==> config.mk <==
export PLATFORM = sky130hd
export DESIGN_NAME = dual_issue_scheduler_flat
export DESIGN_NICKNAME = d
export VERILOG_FILES = /design/src/rtl/isa_pkg.sv /design/src/rtl/dual_issue_scheduler_if.sv /design/src/rtl/immediate_gen.sv /design/src/rtl/dual_issue_scheduler.sv /design/src/flat_wrapper.sv
export SDC_FILE = /design/constraint.sdc
export NUM_CORES = 1
export LEC_CHECK = 0
export ABC_AREA = 1
export BUFFER_PORTS_ARGS = -buffer_cell sky130_fd_sc_hd__buf_2
export CAP_MARGIN = 15
export CORE_AREA = 2 2 182 184
export CTS_CLUSTER_SIZE = 30
export DETAILED_ROUTE_END_ITERATION = 10
export DIE_AREA = 0 0 184 186
export PLACE_DENSITY = 0.69
export SYNTH_ARGS = -nofsm -noshare
export SYNTH_HDL_FRONTEND = slang
export SYNTH_SLANG_ARGS = --single-unit
==> constraint.sdc <==
create_clock -name clk -period 4.9 [get_ports clk]
set_input_delay 0.49 -clock clk [delete_from_list [all_inputs] [get_ports clk]]
set_output_delay 0.49 -clock clk [all_outputs]
set_load 0.01 [all_outputs]
==> src/rtl/isa_pkg.sv <==
// Shared ISA definitions for the issue stage: opcodes, scheduler states and
// the intra-pair hazard decode used by dual_issue_scheduler.
package isa_pkg;

    localparam int XLEN = 64;

    localparam logic [6:0] OP_LUI    = 7'b0110111;
    localparam logic [6:0] OP_AUIPC  = 7'b0010111;
    localparam logic [6:0] OP_JAL    = 7'b1101111;
    localparam logic [6:0] OP_JALR   = 7'b1100111;
    localparam logic [6:0] OP_BRANCH = 7'b1100011;
    localparam logic [6:0] OP_LOAD   = 7'b0000011;
    localparam logic [6:0] OP_STORE  = 7'b0100011;
    localparam logic [6:0] OP_IMM    = 7'b0010011;
    localparam logic [6:0] OP_REG    = 7'b0110011;

    typedef enum logic [1:0] {IDLE, PAIR, SOLO_B} sched_state_t;

    function automatic logic writes_rd(input logic [31:0] instr);
        return (instr[6:0] != OP_STORE) && (instr[6:0] != OP_BRANCH) && (instr[11:7] != 5'd0);
    endfunction

    function automatic logic reads_rs1(input logic [31:0] instr);
        return (instr[6:0] != OP_LUI) && (instr[6:0] != OP_AUIPC) && (instr[6:0] != OP_JAL);
    endfunction

    function automatic logic reads_rs2(input logic [31:0] instr);
        return (instr[6:0] == OP_REG) || (instr[6:0] == OP_STORE) || (instr[6:0] == OP_BRANCH);
    endfunction

    function automatic logic is_mem(input logic [6:0] opcode);
        return (opcode == OP_LOAD) || (opcode == OP_STORE);
    endfunction

    // True when the younger instruction b cannot issue alongside the older a.
    function automatic logic pair_hazard(input logic [31:0] a, input logic [31:0] b);
        logic raw, waw, mem, ctl;
        raw = writes_rd(a) && ((reads_rs1(b) && (b[19:15] == a[11:7])) ||
                               (reads_rs2(b) && (b[24:20] == a[11:7])));
        waw = writes_rd(a) && writes_rd(b) && (a[11:7] == b[11:7]);
        mem = is_mem(a[6:0]) && is_mem(b[6:0]);
        ctl = (a[6:0] == OP_BRANCH) || (a[6:0] == OP_JAL) || (a[6:0] == OP_JALR);
        return raw || waw || mem || ctl;
    endfunction

endpackage

==> src/rtl/dual_issue_scheduler_if.sv <==
// Fetch-pair and dual-lane issue bus between the front end, the scheduler
// and the execute lanes.
interface dual_issue_scheduler_if;
    import isa_pkg::*;

    logic            in_valid;
    logic            in_ready;
    logic [31:0]     in_instrA;
    logic [31:0]     in_instrB;
    logic            in_b_valid;
    logic [XLEN-1:0] in_pc;

    logic            issue_ready;
    logic            issue_validA;
    logic            issue_validB;
    logic [31:0]     issue_instrA;
    logic [31:0]     issue_instrB;
    logic [XLEN-1:0] issue_immA;
    logic [XLEN-1:0] issue_immB;
    logic [XLEN-1:0] issue_pcA;
    logic [XLEN-1:0] issue_pcB;

    modport master (
        output in_valid, in_instrA, in_instrB, in_b_valid, in_pc, issue_ready,
        input  in_ready, issue_validA, issue_validB, issue_instrA, issue_instrB,
               issue_immA, issue_immB, issue_pcA, issue_pcB
    );

    modport slave (
        input  in_valid, in_instrA, in_instrB, in_b_valid, in_pc, issue_ready,
        output in_ready, issue_validA, issue_validB, issue_instrA, issue_instrB,
               issue_immA, issue_immB, issue_pcA, issue_pcB
    );

endinterface

==> src/rtl/immediate_gen.sv <==
// Dual-lane RV64 immediate generator: sign-extended immediate for each lane's
// instruction, zero for formats without an immediate (R-type).
module immediate_gen
    import isa_pkg::*;
(
    input  logic [31:0]     instrA,
    input  logic [31:0]     instrB,
    output logic [XLEN-1:0] immA,
    output logic [XLEN-1:0] immB
);

    function automatic logic [XLEN-1:0] gen_imm(input logic [31:0] i);
        logic [XLEN-1:0] imm;
        case (i[6:0])
            OP_IMM, OP_LOAD, OP_JALR: imm = {{52{i[31]}}, i[31:20]};
            OP_STORE:                 imm = {{52{i[31]}}, i[31:25], i[11:7]};
            OP_BRANCH:                imm = {{51{i[31]}}, i[31], i[7], i[30:25], i[11:8], 1'b0};
            OP_LUI, OP_AUIPC:         imm = {{32{i[31]}}, i[31:12], 12'b0};
            OP_JAL:                   imm = {{43{i[31]}}, i[31], i[19:12], i[20], i[30:21], 1'b0};
            default:                  imm = '0;
        endcase
        return imm;
    endfunction

    assign immA = gen_imm(instrA);
    assign immB = gen_imm(instrB);

endmodule

==> src/rtl/dual_issue_scheduler.sv <==
// Issue-stage scheduler: buffers one fetched pair, dual-issues it when the
// pair is hazard-free, otherwise splits it so the older instruction goes first.
module dual_issue_scheduler
    import isa_pkg::*;
(
    input  logic                 clk,
    input  logic                 rst,
    input  logic                 flush,
    output logic [15:0]          split_count,
    dual_issue_scheduler_if.slave bus
);

    sched_state_t    state, state_next;
    logic [31:0]     buf_a, buf_b;
    logic [XLEN-1:0] buf_pc, pc_b;
    logic            buf_bv;
    logic            split, issue, capture;

    assign pc_b    = buf_pc + 64'd4;
    assign split   = (state == PAIR) && buf_bv && pair_hazard(buf_a, buf_b);
    assign issue   = bus.issue_ready && bus.issue_validA;
    assign capture = bus.in_valid && bus.in_ready;

    // A new pair may enter only in a cycle where the buffer is fully drained.
    assign bus.in_ready = !rst && !flush &&
                          ((state == IDLE) ||
                           ((state == PAIR) && !split && bus.issue_ready) ||
                           ((state == SOLO_B) && bus.issue_ready));

    assign bus.issue_validA = (state != IDLE);
    assign bus.issue_validB = (state == PAIR) && !split && buf_bv;
    assign bus.issue_instrA = (state == SOLO_B) ? buf_b : buf_a;
    assign bus.issue_pcA    = (state == SOLO_B) ? pc_b : buf_pc;
    assign bus.issue_instrB = buf_b;
    assign bus.issue_pcB    = pc_b;

    immediate_gen u_immediate_gen (
        .instrA (bus.issue_instrA),
        .instrB (bus.issue_instrB),
        .immA   (bus.issue_immA),
        .immB   (bus.issue_immB)
    );

    always_ff @(posedge clk or posedge rst) begin
        if (rst) state <= IDLE;
        else     state <= state_next;
    end

    always_comb begin
        state_next = state;
        if (flush) begin
            state_next = IDLE;
        end else begin
            case (state)
                IDLE:    if (capture) state_next = PAIR;
                PAIR:    if (issue) state_next = split ? SOLO_B : (capture ? PAIR : IDLE);
                SOLO_B:  if (issue) state_next = capture ? PAIR : IDLE;
                default: state_next = IDLE;
            endcase
        end
    end

    always_ff @(posedge clk or posedge rst) begin
        if (rst) begin
            buf_a  <= '0;
            buf_b  <= '0;
            buf_pc <= '0;
            buf_bv <= 1'b0;
        end else if (capture) begin
            buf_a  <= bus.in_instrA;
            buf_b  <= bus.in_instrB;
            buf_pc <= bus.in_pc;
            buf_bv <= bus.in_b_valid;
        end
    end

    always_ff @(posedge clk or posedge rst) begin
        if (rst)                                     split_count <= '0;
        else if (issue && split && split_count != 16'hFFFF) split_count <= split_count + 16'd1;
    end

endmodule

==> src/flat_wrapper.sv <==
// flat-port wrapper written by rule: the top's interface ports become plain ports
module dual_issue_scheduler_flat import isa_pkg::*;
  (clk, rst, flush, split_count, bus_in_valid, bus_in_instrA, bus_in_instrB, bus_in_b_valid, bus_in_pc, bus_issue_ready, bus_in_ready, bus_issue_validA, bus_issue_validB, bus_issue_instrA, bus_issue_instrB, bus_issue_immA, bus_issue_immB, bus_issue_pcA, bus_issue_pcB);
  dual_issue_scheduler_if bus_i ();
  input  logic clk;
  input  logic rst;
  input  logic flush;
  output logic [15:0] split_count;
  input wire logic [$bits(bus_i.in_valid)-1:0] bus_in_valid;
  input wire logic [$bits(bus_i.in_instrA)-1:0] bus_in_instrA;
  input wire logic [$bits(bus_i.in_instrB)-1:0] bus_in_instrB;
  input wire logic [$bits(bus_i.in_b_valid)-1:0] bus_in_b_valid;
  input wire logic [$bits(bus_i.in_pc)-1:0] bus_in_pc;
  input wire logic [$bits(bus_i.issue_ready)-1:0] bus_issue_ready;
  output wire logic [$bits(bus_i.in_ready)-1:0] bus_in_ready;
  output wire logic [$bits(bus_i.issue_validA)-1:0] bus_issue_validA;
  output wire logic [$bits(bus_i.issue_validB)-1:0] bus_issue_validB;
  output wire logic [$bits(bus_i.issue_instrA)-1:0] bus_issue_instrA;
  output wire logic [$bits(bus_i.issue_instrB)-1:0] bus_issue_instrB;
  output wire logic [$bits(bus_i.issue_immA)-1:0] bus_issue_immA;
  output wire logic [$bits(bus_i.issue_immB)-1:0] bus_issue_immB;
  output wire logic [$bits(bus_i.issue_pcA)-1:0] bus_issue_pcA;
  output wire logic [$bits(bus_i.issue_pcB)-1:0] bus_issue_pcB;
  assign bus_i.in_valid = bus_in_valid;
  assign bus_i.in_instrA = bus_in_instrA;
  assign bus_i.in_instrB = bus_in_instrB;
  assign bus_i.in_b_valid = bus_in_b_valid;
  assign bus_i.in_pc = bus_in_pc;
  assign bus_i.issue_ready = bus_issue_ready;
  assign bus_in_ready = bus_i.in_ready;
  assign bus_issue_validA = bus_i.issue_validA;
  assign bus_issue_validB = bus_i.issue_validB;
  assign bus_issue_instrA = bus_i.issue_instrA;
  assign bus_issue_instrB = bus_i.issue_instrB;
  assign bus_issue_immA = bus_i.issue_immA;
  assign bus_issue_immB = bus_i.issue_immB;
  assign bus_issue_pcA = bus_i.issue_pcA;
  assign bus_issue_pcB = bus_i.issue_pcB;
  dual_issue_scheduler u_core (.clk(clk), .rst(rst), .flush(flush), .split_count(split_count), .bus(bus_i));
endmodule
==> results of run 1 <==
cell usage in the layout (no fill, tap or decap), drive strengths merged, types with 2 or more instances in the layout:
cell type  count
xnor2         12
nor2         192
diode          4
nor4          13
or2            8
o21a           5
o22ai          6
o211ai        12
and2           2
xor2          71
buf          485
inv          176
nor3          46
clkbuf        19
a21oi         90
o21ai         99
ha             2
nand4         35
bufinv         2
nand2        393
nand3         76
clkinv         6
clkinvlp       3
dfrtp        147
where the power goes:
part	total [uW]	switching, uW	internal [uW]
Combinational	1900	1220	679
Clock	1360	583	773
Sequential	1700	272	1430
Total	4960	2080	2890
routing by layer:
layer / part of all wire [%] / track usage (%)
met1: 41 / 29.9
met2: 49 / 43.7
met3: 6.9 / 4.38
met4: 3.2 / 9.22
met5: 0.053 / 0
cell families (layout without fill, tap and decap cells):
group	Yosys count	count (layout)	share of synthesized area (%)
buf+inv	301	691	14.0
fa+ha+maj	2	2	0.234
simple gates	766	766	30.7
compound gates	219	219	13.9
other cells	0	4	0
flops	147	147	34.3
xor+xnor	83	83	6.79
worst max-delay path, cell delays in order (launching register included):
cell	delay (ns)
dfrtp_1	0.44
inv_2	0.07
nand2_2	0.31
clkinv_2	0.52
o21ai_1	0.37
nand3_1	0.14
nor2_1	0.24
nand3_2	0.40
nand2_1	0.52
inv_1	0.14
o21ai_1	0.15
buf_2	0.14
path summary, 6_finish.rpt:
check	start	endpoint	slack [ns]	cells past startpoint
max	u_core.state[0]	bus_issue_immA[13]	0.54	11
min	rst	u_core.buf_a[15]	0.23	2
max reg2reg	u_core.bus.issue_instrB[2]	u_core.buf_pc[24]	1.19	16
min reg2reg	u_core.buf_a[19]	u_core.buf_a[19]	0.48	2
max in group asynchronous	rst	u_core.buf_a[7]	3.62	3
min in group clk	bus_in_pc[43]	u_core.buf_pc[43]	0.30	3
cell type report:
class / instances / share of cell area [%]
repair buffers: 485 / 18.3
clock buffers: 19 / 3.28
multi-input cells: 1070 / 41.3
inverters: 174 / 4.89
diodes: 4 / 0.0742
clock inverters: 13 / 1.10
flip-flops and latches: 147 / 27.3
well taps: 408 / 3.78
registers in the layout (all words and copies together) (netlist names):
name	cells
u_core.buf_a	32
u_core.buf_bv	1
u_core.buf_pc	64
u_core.bus.issue_instrB	32
u_core.split_count	16
u_core.state	2
through the flow:
step / setup slack (ns) / std cells / util, %
final: 0.543 / 2320 / 41.9
after global routing: 0.155 / 2319 / 41.9
after CTS: 0.0589 / 2315 / 41.8
after detailed placement: 0.540 / 2283 / 40.0
after global placement: 0.668 / 2282 / 39.9
after floorplan: 0.459 / 1518 / -
==> impl_results.md, run 1 <==
* Largest cells by area after synthesis: dfrtp_1, nand2_1, a21oi_2, nor2_1, xor2_1
* Worst-case headroom to the max-slew limit at 35.1%
* Number of H-tree levels at 4
* CTS root buffer: clkbuf_16
* Final weighted congestion in routability-driven placement at 0.960
* Startpoint kind of the worst setup timing path: flop
* Endpoint kind of the worst setup timing path: primary output
* Relative area change from synthesis to final layout at 26.0%
* Yosys reg bits at 147
* Number of warnings printed during yosys synthesis at 0
* Endpoint arrival time on the critical path at 3.87 ns
* Estimated wirelength of the detail-placed design at 34700 um
* Number of rows created at floorplan at 66
* Area of all placed cells without fillers at 13500 sq um
* WL per Instance at 18.8 um
* Clock Skew at 0.00862 ns
* Horiz. Die Dim at 184 um
* Highest clock frequency the design can meet at 230 MHz
* CTS tree: built
* Overall power at 4960 uW
* Maximum Capacitance Violations at 0
* Die Height at 186 um
* Top-area cell type share of the netlist area at 34.3%
* Core box area at 32200 sq um
* Number of vias per cell after detailed routing at 4.96
* Worst skew pair latency at 0.42 ns
* Final min period at 4.36 ns
* Unique cell type count in the Yosys netlist at 45
* Cell area after placement at 12900 sq um
* Combined area of the multi-input logic cells at 5570 sq um
* Worst min-delay path class: in2async
* Proportion of layout cells with a drive suffix above 1 at 34.7%
* Post-Synthesis Cell Area at 10700 sq um
* I/O pins at 473
* First-pass GRT wire length at 64100 um
* Final hold violation count at 0
* Sinks on the clock net at 147
* Flip-flop and latch area at 3680 sq um
* Primary flip-flop cell chosen by synthesis mapping: dfrtp_1
* Gate Count Post-Synth at 1518
* All-layer global routing usage at 24.7%
* Count of antenna-violating nets left after detailed routing at 0
* Crit Path Category: reg2out
* Setup bufs post-CTS at 0
* Top cells by count, synth: nand2_1, nor2_1, inv_1, dfrtp_1, a21oi_2
* Worst IR Drop VDD at 0.205 mV
* Syn_nets at 1654
* Peak fanout along the critical path at 32
* Layout fillers at 3369
* Number of DRC markers in iteration 0 at 732
* Clock edge transition at the registers on the reported setup and hold paths at 0.07 ns
* Hold buffer count at CTS at 0
* Avg Inst Size Synth at 7.06 sq um
* Number of enable-type register cells in the synthesized netlist at 0
* Areal power density over the cells at 368 nW/um^2
* Slew @ Worst Pin at 0.966 ns
* Result of the run: completed
* Leakage power of the design at 0.00731 uW
* Required time reported for the critical path endpoint at 4.41 ns
* Initial Utilization at 33.3%
* CTS max path bufs at 2
* Total negative setup slack at 0 ns
* Number of antenna violations at the first check in global routing at 5
* Pin count of the biggest net entering global routing at 93
* Port Buffers at 472
* RSZ-0062 raised after global routing: false
* Leftover overflow at the end of global routing at 0
* Number of buffers created by CTS at 17
* Portion of the clock cycle consumed by the worst path in the final layout at 88.9%
* Net count reported at finish at 2031
* Final wirelength at 43500 um
* Final Hold Slack at 0.234 ns
* Number of optimization iterations in the first detailed-route pass at 5
* Post-synthesis sequential area ratio at 34.3%
* Async set-reset flop share out of synthesis at 100%
* Die area at 34200 sq um
* CTS resizes at 0
* Via count of the first global-routing pass at 11000
* Final-report setup violation count at 0
* Total count of max-transition violations in the final report at 0
* Total number of vias at 11500
* Biggest area consumer among synthesized cells: dfrtp_1
* Dominant cell by count in the synthesized netlist: nand2_1
* Number of remaining DRC errors at 0
No activity file was read; power rests on OpenSTA's default activity.
==> run 2: changes to the inputs <==
CORE_AREA = 5 5 180 182   (was 2 2 182 184)
DIE_AREA = 0 0 185 187   (was 0 0 184 186)
GPL_ROUTABILITY_DRIVEN = 0   (was default)
PLACE_DENSITY = 0.71   (was 0.69)
==> impl_results.md, run 2 (synthesis results as in run 1) <==
* Peak fanout along the critical path at 33
* Combined area of the multi-input logic cells at 5560 sq um
* Number of flip-flops in the largest register at 64
* CTS root buffer: clkbuf_16
* Slew @ Worst Pin at 1.04 ns
* Number of vias per cell after detailed routing at 5.10
* CTS max path bufs at 2
* Global-route track usage on met1 at 29.9%
* Worst min-delay path class: in2async
* Worst-case headroom to the max-slew limit at 30.5%
* Final hold violation count at 0
* Setup bufs post-CTS at 0
* Overall power at 5010 uW
* Number of DRC markers in iteration 0 at 1023
* Via count of the first global-routing pass at 11600
* GR Util met2 at 41.8%
* Sinks on the clock net at 147
* Relative area change from synthesis to final layout at 26.1%
* Leakage power of the design at 0.00734 uW
* Port Buffers at 472
* Total negative setup slack at 0 ns
* Estimated wirelength of the detail-placed design at 35500 um
* Number of rows created at floorplan at 64
* Number of antenna violations at the first check in global routing at 7
* Final-report setup violation count at 0
* CTS tree: built
* Number of buffers created by CTS at 17
* Endpoint arrival time on the critical path at 3.98 ns
* Layout fillers at 3181
* Number of H-tree levels at 4
* Number of remaining DRC errors at 0
* Instance count after placement with tap cells included at 2274
* Post-layout instance count excluding filler cells at 2307
* Die Height at 187 um
* Final wirelength at 44300 um
* Clock edge transition at the registers on the reported setup and hold paths at 0.07 ns
* Initial Utilization at 35.2%
* Register with the most flip-flops: u_core.buf_pc
* Portion of the clock cycle consumed by the worst path in the final layout at 91.2%
* Worst skew pair latency at 0.43 ns
* Startpoint kind of the worst setup timing path: flop
* Net count reported at finish at 2034
* Pin count of the biggest net entering global routing at 93
* Most used routing layer in global routing: met2
* Total count of max-transition violations in the final report at 0
* Worst IR Drop VDD at 0.212 mV
* Hold buffer count at CTS at 0
* Crit Path Category: reg2out
* Result of the run: completed
* Maximum Capacitance Violations at 0
* Die area at 34600 sq um
* RSZ-0062 raised after global routing: false
* Clock Skew at 0.0145 ns
* Total number of vias at 11800
* I/O pins at 473
* Top library cells by usage in the layout, fill and taps aside: buf_2, nand2_1, nor2_1
* Required time reported for the critical path endpoint at 4.41 ns
* Proportion of layout cells with a drive suffix above 1 at 34.7%
* Horiz. Die Dim at 185 um
* Endpoint kind of the worst setup timing path: primary output
* Final min period at 4.47 ns
* Leftover overflow at the end of global routing at 0
* Number of optimization iterations in the first detailed-route pass at 5
* Core box area at 30400 sq um
* Flip-flop and latch area at 3680 sq um
* Met3 track demand over resource at 5.41%
* Areal power density over the cells at 371 nW/um^2
* Most common cell after layout, fill and taps aside: buf_2
* Highest clock frequency the design can meet at 224 MHz
* CTS resizes at 0
* First-pass GRT wire length at 67000 um
* Count of antenna-violating nets left after detailed routing at 0
* All-layer global routing usage at 24.6%
* WL per Instance at 19.2 um
## run 2: critical path, cell delays in order (launching register included)
cell and delay, ns:
dfrtp_1 0.44, inv_2 0.10, nand2_2 0.21, clkinv_2 0.13, buf_4 0.32, nand2_1 0.09
o21ai_1 0.15, nand3_1 0.13, nor2_1 0.18, nand3_1 0.50, a21oi_2 0.97, buf_2 0.29
## run 2: metrics by stage
step | hold WS [ns] | util [%] | worst slack (ns) | area (sq um)
after floorplan | 0.442 | - | 0.459 | 10700
after global placement | 0.455 | 42.4 | 1.06 | 12900
after detailed placement | 0.464 | 42.4 | 0.904 | 12900
after CTS | 0.256 | 44.4 | 0.418 | 13500
after global routing | 0.283 | 44.4 | 0.0623 | 13500
final | 0.244 | 44.4 | 0.432 | 13500
## run 2: worst paths after layout
check / to / cells after the start / from / slack (ns)
setup reg to reg: u_core.buf_a[10] / 16 / u_core.bus.issue_instrB[4] / 1.26
hold reg to reg: u_core.buf_a[28] / 2 / u_core.buf_a[28] / 0.48
min in group clk: u_core.buf_a[16] / 3 / bus_in_instrA[16] / 0.28
setup / recovery: bus_issue_immA[49] / 11 / u_core.state[0] / 0.43
hold / removal: u_core.buf_a[18] / 2 / rst / 0.24
max in group asynchronous: u_core.buf_a[8] / 3 / rst / 3.60
## run 2: final cells by class
type	count	share of cell area [%]
Multi-Input combinational cell	1070	41.1
Sequential cell	147	27.2
Timing Repair Buffer	488	18.5
Inverter	174	4.88
Tap cell	396	3.67
Clock buffer	20	3.38
Clock inverter	11	1.13
Antenna cell	1	0.0185
## run 2: power breakdown
part	switching [uW]	leakage [uW]	internal [uW]
registers	269	0.00170	1430
clock network	570	0.000289	830
logic	1230	0.00535	682
## run 2: layer usage
metal	vias up	part of all wire [%]	wire length (um)
met3	99	9.7	4310
met2	654	48	21400
met5	-	0.13	57
li1	5543	-	-
met1	5455	38	16700
met4	10	4.1	1830
==> run 3: changes to the inputs <==
ABC_AREA = default   (was 1)
CORE_AREA = 5 5 183 185   (was 5 5 180 182)
DIE_AREA = 0 0 188 190   (was 0 0 185 187)
PLACE_DENSITY = 0.67   (was 0.71)
==> impl_results.md, run 3 <==
* Setup slack of the critical path after layout at 0.732 ns
* Flip-flop and latch area at 3680 sq um
* Final hold violation count at 0
* Horiz. Die Dim at 188 um
* Worst-case headroom to the max-slew limit at 41.1%
* Final wirelength at 35700 um
* Reg power frac at 40.2%
* Peak fanout along the critical path at 21
* Result of the run: completed
* Number of warnings printed during yosys synthesis at 0
* Via count of the first global-routing pass at 8930
* Layout fillers at 3201
* Portion of the clock cycle consumed by the worst path in the final layout at 85.1%
* Async set-reset flop share out of synthesis at 100%
* RSZ-0062 raised after global routing: false
* CTS tree: built
* Critical R2R Capture: u_core.buf_pc[26]
* Dominant cell by count in the synthesized netlist: dfrtp_1
* R2r startpoint: u_core.bus.issue_instrB[3]
* Slew @ Worst Pin at 0.874 ns
* Most common cell after layout, fill and taps aside: buf_2
* Primary flip-flop cell chosen by synthesis mapping: dfrtp_1
* Largest cells by area after synthesis: dfrtp_1, mux2_1, xnor2_1, buf_4, xor2_1
* Number of flip-flops in the largest register at 64
* Number of H-tree levels at 4
* Clock edge transition at the registers on the reported setup and hold paths at 0.06 ns
* Count of antenna-violating nets left after detailed routing at 0
* Net switching share of the total power at 38.1%
* CTS resizes at 0
* Syn_nets at 1141
* Endpoint arrival time on the critical path at 3.68 ns
* Sw power at 1750 uW
* Clock Skew at 0.0122 ns
* Post-route core utilization at 39.2%
* Core box area at 31900 sq um
* Number of optimization iterations in the first detailed-route pass at 4
* Die area at 35700 sq um
* Worst skew pair latency at 0.43 ns
* Highest clock frequency the design can meet at 240 MHz
* First-pass GRT wire length at 53500 um
* Number of enable-type register cells in the synthesized netlist at 0
* Internal power contribution at 2850 uW
* Top-area cell type share of the netlist area at 37.5%
* Total negative setup slack at 0 ns
* Register with the most flip-flops: u_core.buf_pc
* Endpoint kind of the worst setup timing path: primary output
* Die Height at 190 um
* Initial Utilization at 30.8%
* Sinks on the clock net at 147
* Combined area of the multi-input logic cells at 5190 sq um
* Slowest stage cell on the critical path: nor2b_4
* Top library cells by usage in the layout, fill and taps aside: buf_2, dfrtp_1, mux2_1
* Number of rows created at floorplan at 66
* Post-synthesis sequential area ratio at 37.5%
* Clock share of power at 26.7%
* Avg Inst Size Synth at 9.76 sq um
* Final min period at 4.17 ns
* Proportion of layout cells with a drive suffix above 1 at 39.1%
* Unique cell type count in the Yosys netlist at 58
* Number of antenna violations at the first check in global routing at 7
* Worst min-delay path class: in2async
* Crit Path Category: reg2out
* Final-report setup violation count at 0
* Number of remaining DRC errors at 0
* Stages on the worst setup path at 8
* Leakage power of the design at 0.00634 uW
* Family with the most delay on the worst path: simple AND/OR/NAND/NOR gates
* Cell-by-cell listing of the critical path: nor2b_4 -> mux2i_2 -> nand2b_1 -> or3_1 -> o311a_2 -> or2_1 -> o21ai_1 -> buf_2
* Areal power density over the cells at 368 nW/um^2
* Hold buffer count at CTS at 0
* Total count of max-transition violations in the final report at 0
* All-layer global routing usage at 19.3%
* Post-Synthesis Cell Area at 9800 sq um
* Net count reported at finish at 1517
* CTS max path bufs at 2
* Estimated wirelength of the detail-placed design at 28600 um
* Relative area change from synthesis to final layout at 27.6%
* Total number of vias at 8875
* Required time reported for the critical path endpoint at 4.41 ns
* Pin count of the biggest net entering global routing at 81
* CTS root buffer: clkbuf_16
* Number of buffers created by CTS at 17
* Crit-path max cell delay at 0.72 ns
* Setup bufs post-CTS at 0
* Startpoint kind of the worst setup timing path: flop
* Count of buffering cells on the critical path with inverters included at 1
* Worst IR Drop VDD at 0.219 mV
* Share of total power in combinational logic at 33.1%
* Worst setup slack for register-to-register paths at 1.41 ns
* Gate Count Post-Synth at 1005
* Worst slack after detailed placement at 1.22 ns
* Number of DRC markers in iteration 0 at 384
* Biggest area consumer among synthesized cells: dfrtp_1
* I/O pins at 473
* Leftover overflow at the end of global routing at 0
* Port Buffers at 472
* Top cells by count, synth: dfrtp_1, mux2_1, xnor2_1, nand2_1, buf_4
* Number of cells traversed by the worst register-to-register path at 8
* Number of vias per cell after detailed routing at 4.92
* Yosys reg bits at 147
* WL per Instance at 19.8 um
* Maximum Capacitance Violations at 0
[run 3: changes by cell type in the layout (fill, tap and decap cells not counted), moves of 25 or more]
cell     delta
a21oi_2    -87
inv_1     -114
nand3_1    -25
xnor2_1    +80
nor2_1    -118
nor3_1     -31
o21ai_0    -59
mux2i_1    +28
mux2_1    +110
nand2_1   -309
[run 3: cell type report]
class	instances	area share, %
multi-input cells	697	41.5
flip-flops and latches	147	29.4
repair buffers	480	19.5
well taps	408	4.08
clock buffers	20	3.57
inverters	38	1.18
clock inverters	10	0.700
diodes	3	0.0600
[run 3: power groups by stage]
stage               logic (uW)  clock network (uW)  registers [uW]
finish                    1520                1230            1850
global route              1670                1320            1890
CTS                       1550                1270            1840
detailed placement        1540                   0            1860
global placement          1530                   0            1850
floorplan                 1010                   0            1690
[run 3: worst max path at each step]
stage | start | to | slack, ns
2_1_floorplan | rst | u_core.buf_a[0] | 0.46
3_3_place_gp | u_core.state[1] | bus_issue_immA[22] | 1.33
3_5_place_dp | u_core.state[1] | bus_issue_immA[21] | 1.22
4_1_cts | u_core.state[1] | bus_issue_immA[21] | 0.73
5_1_grt | u_core.state[1] | bus_issue_immA[28] | 0.52
6_report | u_core.state[1] | bus_issue_immA[22] | 0.73
[run 3: metal layers]
| metal | global-route usage [%] | share of wire (%) | vias up |
|---|---|---|---|
| met1 | 22.3 | 39 | 4251 |
| met5 | 0 | 0.036 | - |
| met4 | 8.95 | 4.1 | 2 |
| met2 | 32.8 | 49 | 445 |
| li1 | - | - | 4102 |
| met3 | 5.93 | 8.4 | 75 |
[run 3: per-stage QoR]
stage                     hold slack, ns  std cells  power, uW  instance area [sq um]
after detailed placement           0.480       1770       3410                  12000
after CTS                         0.0680       1800       4670                  12500
after global routing              0.0952       1802       4870                  12500
after floorplan                    0.464       1005       2710                   9800
after global placement             0.473       1770       3380                  12000
final                             0.0810       1803       4610                  12500
[run 3: cell families after synthesis]
group	Yosys count	synth area share (%)
xor gates and xnor gates	150	13.4
adders and majority gates	2	0.255
and+or+nand+nor	304	15.5
AOI/OAI and AO/OA	81	5.54
DFF	147	37.5
buffers and inverters	161	9.67
muxes	160	18.1
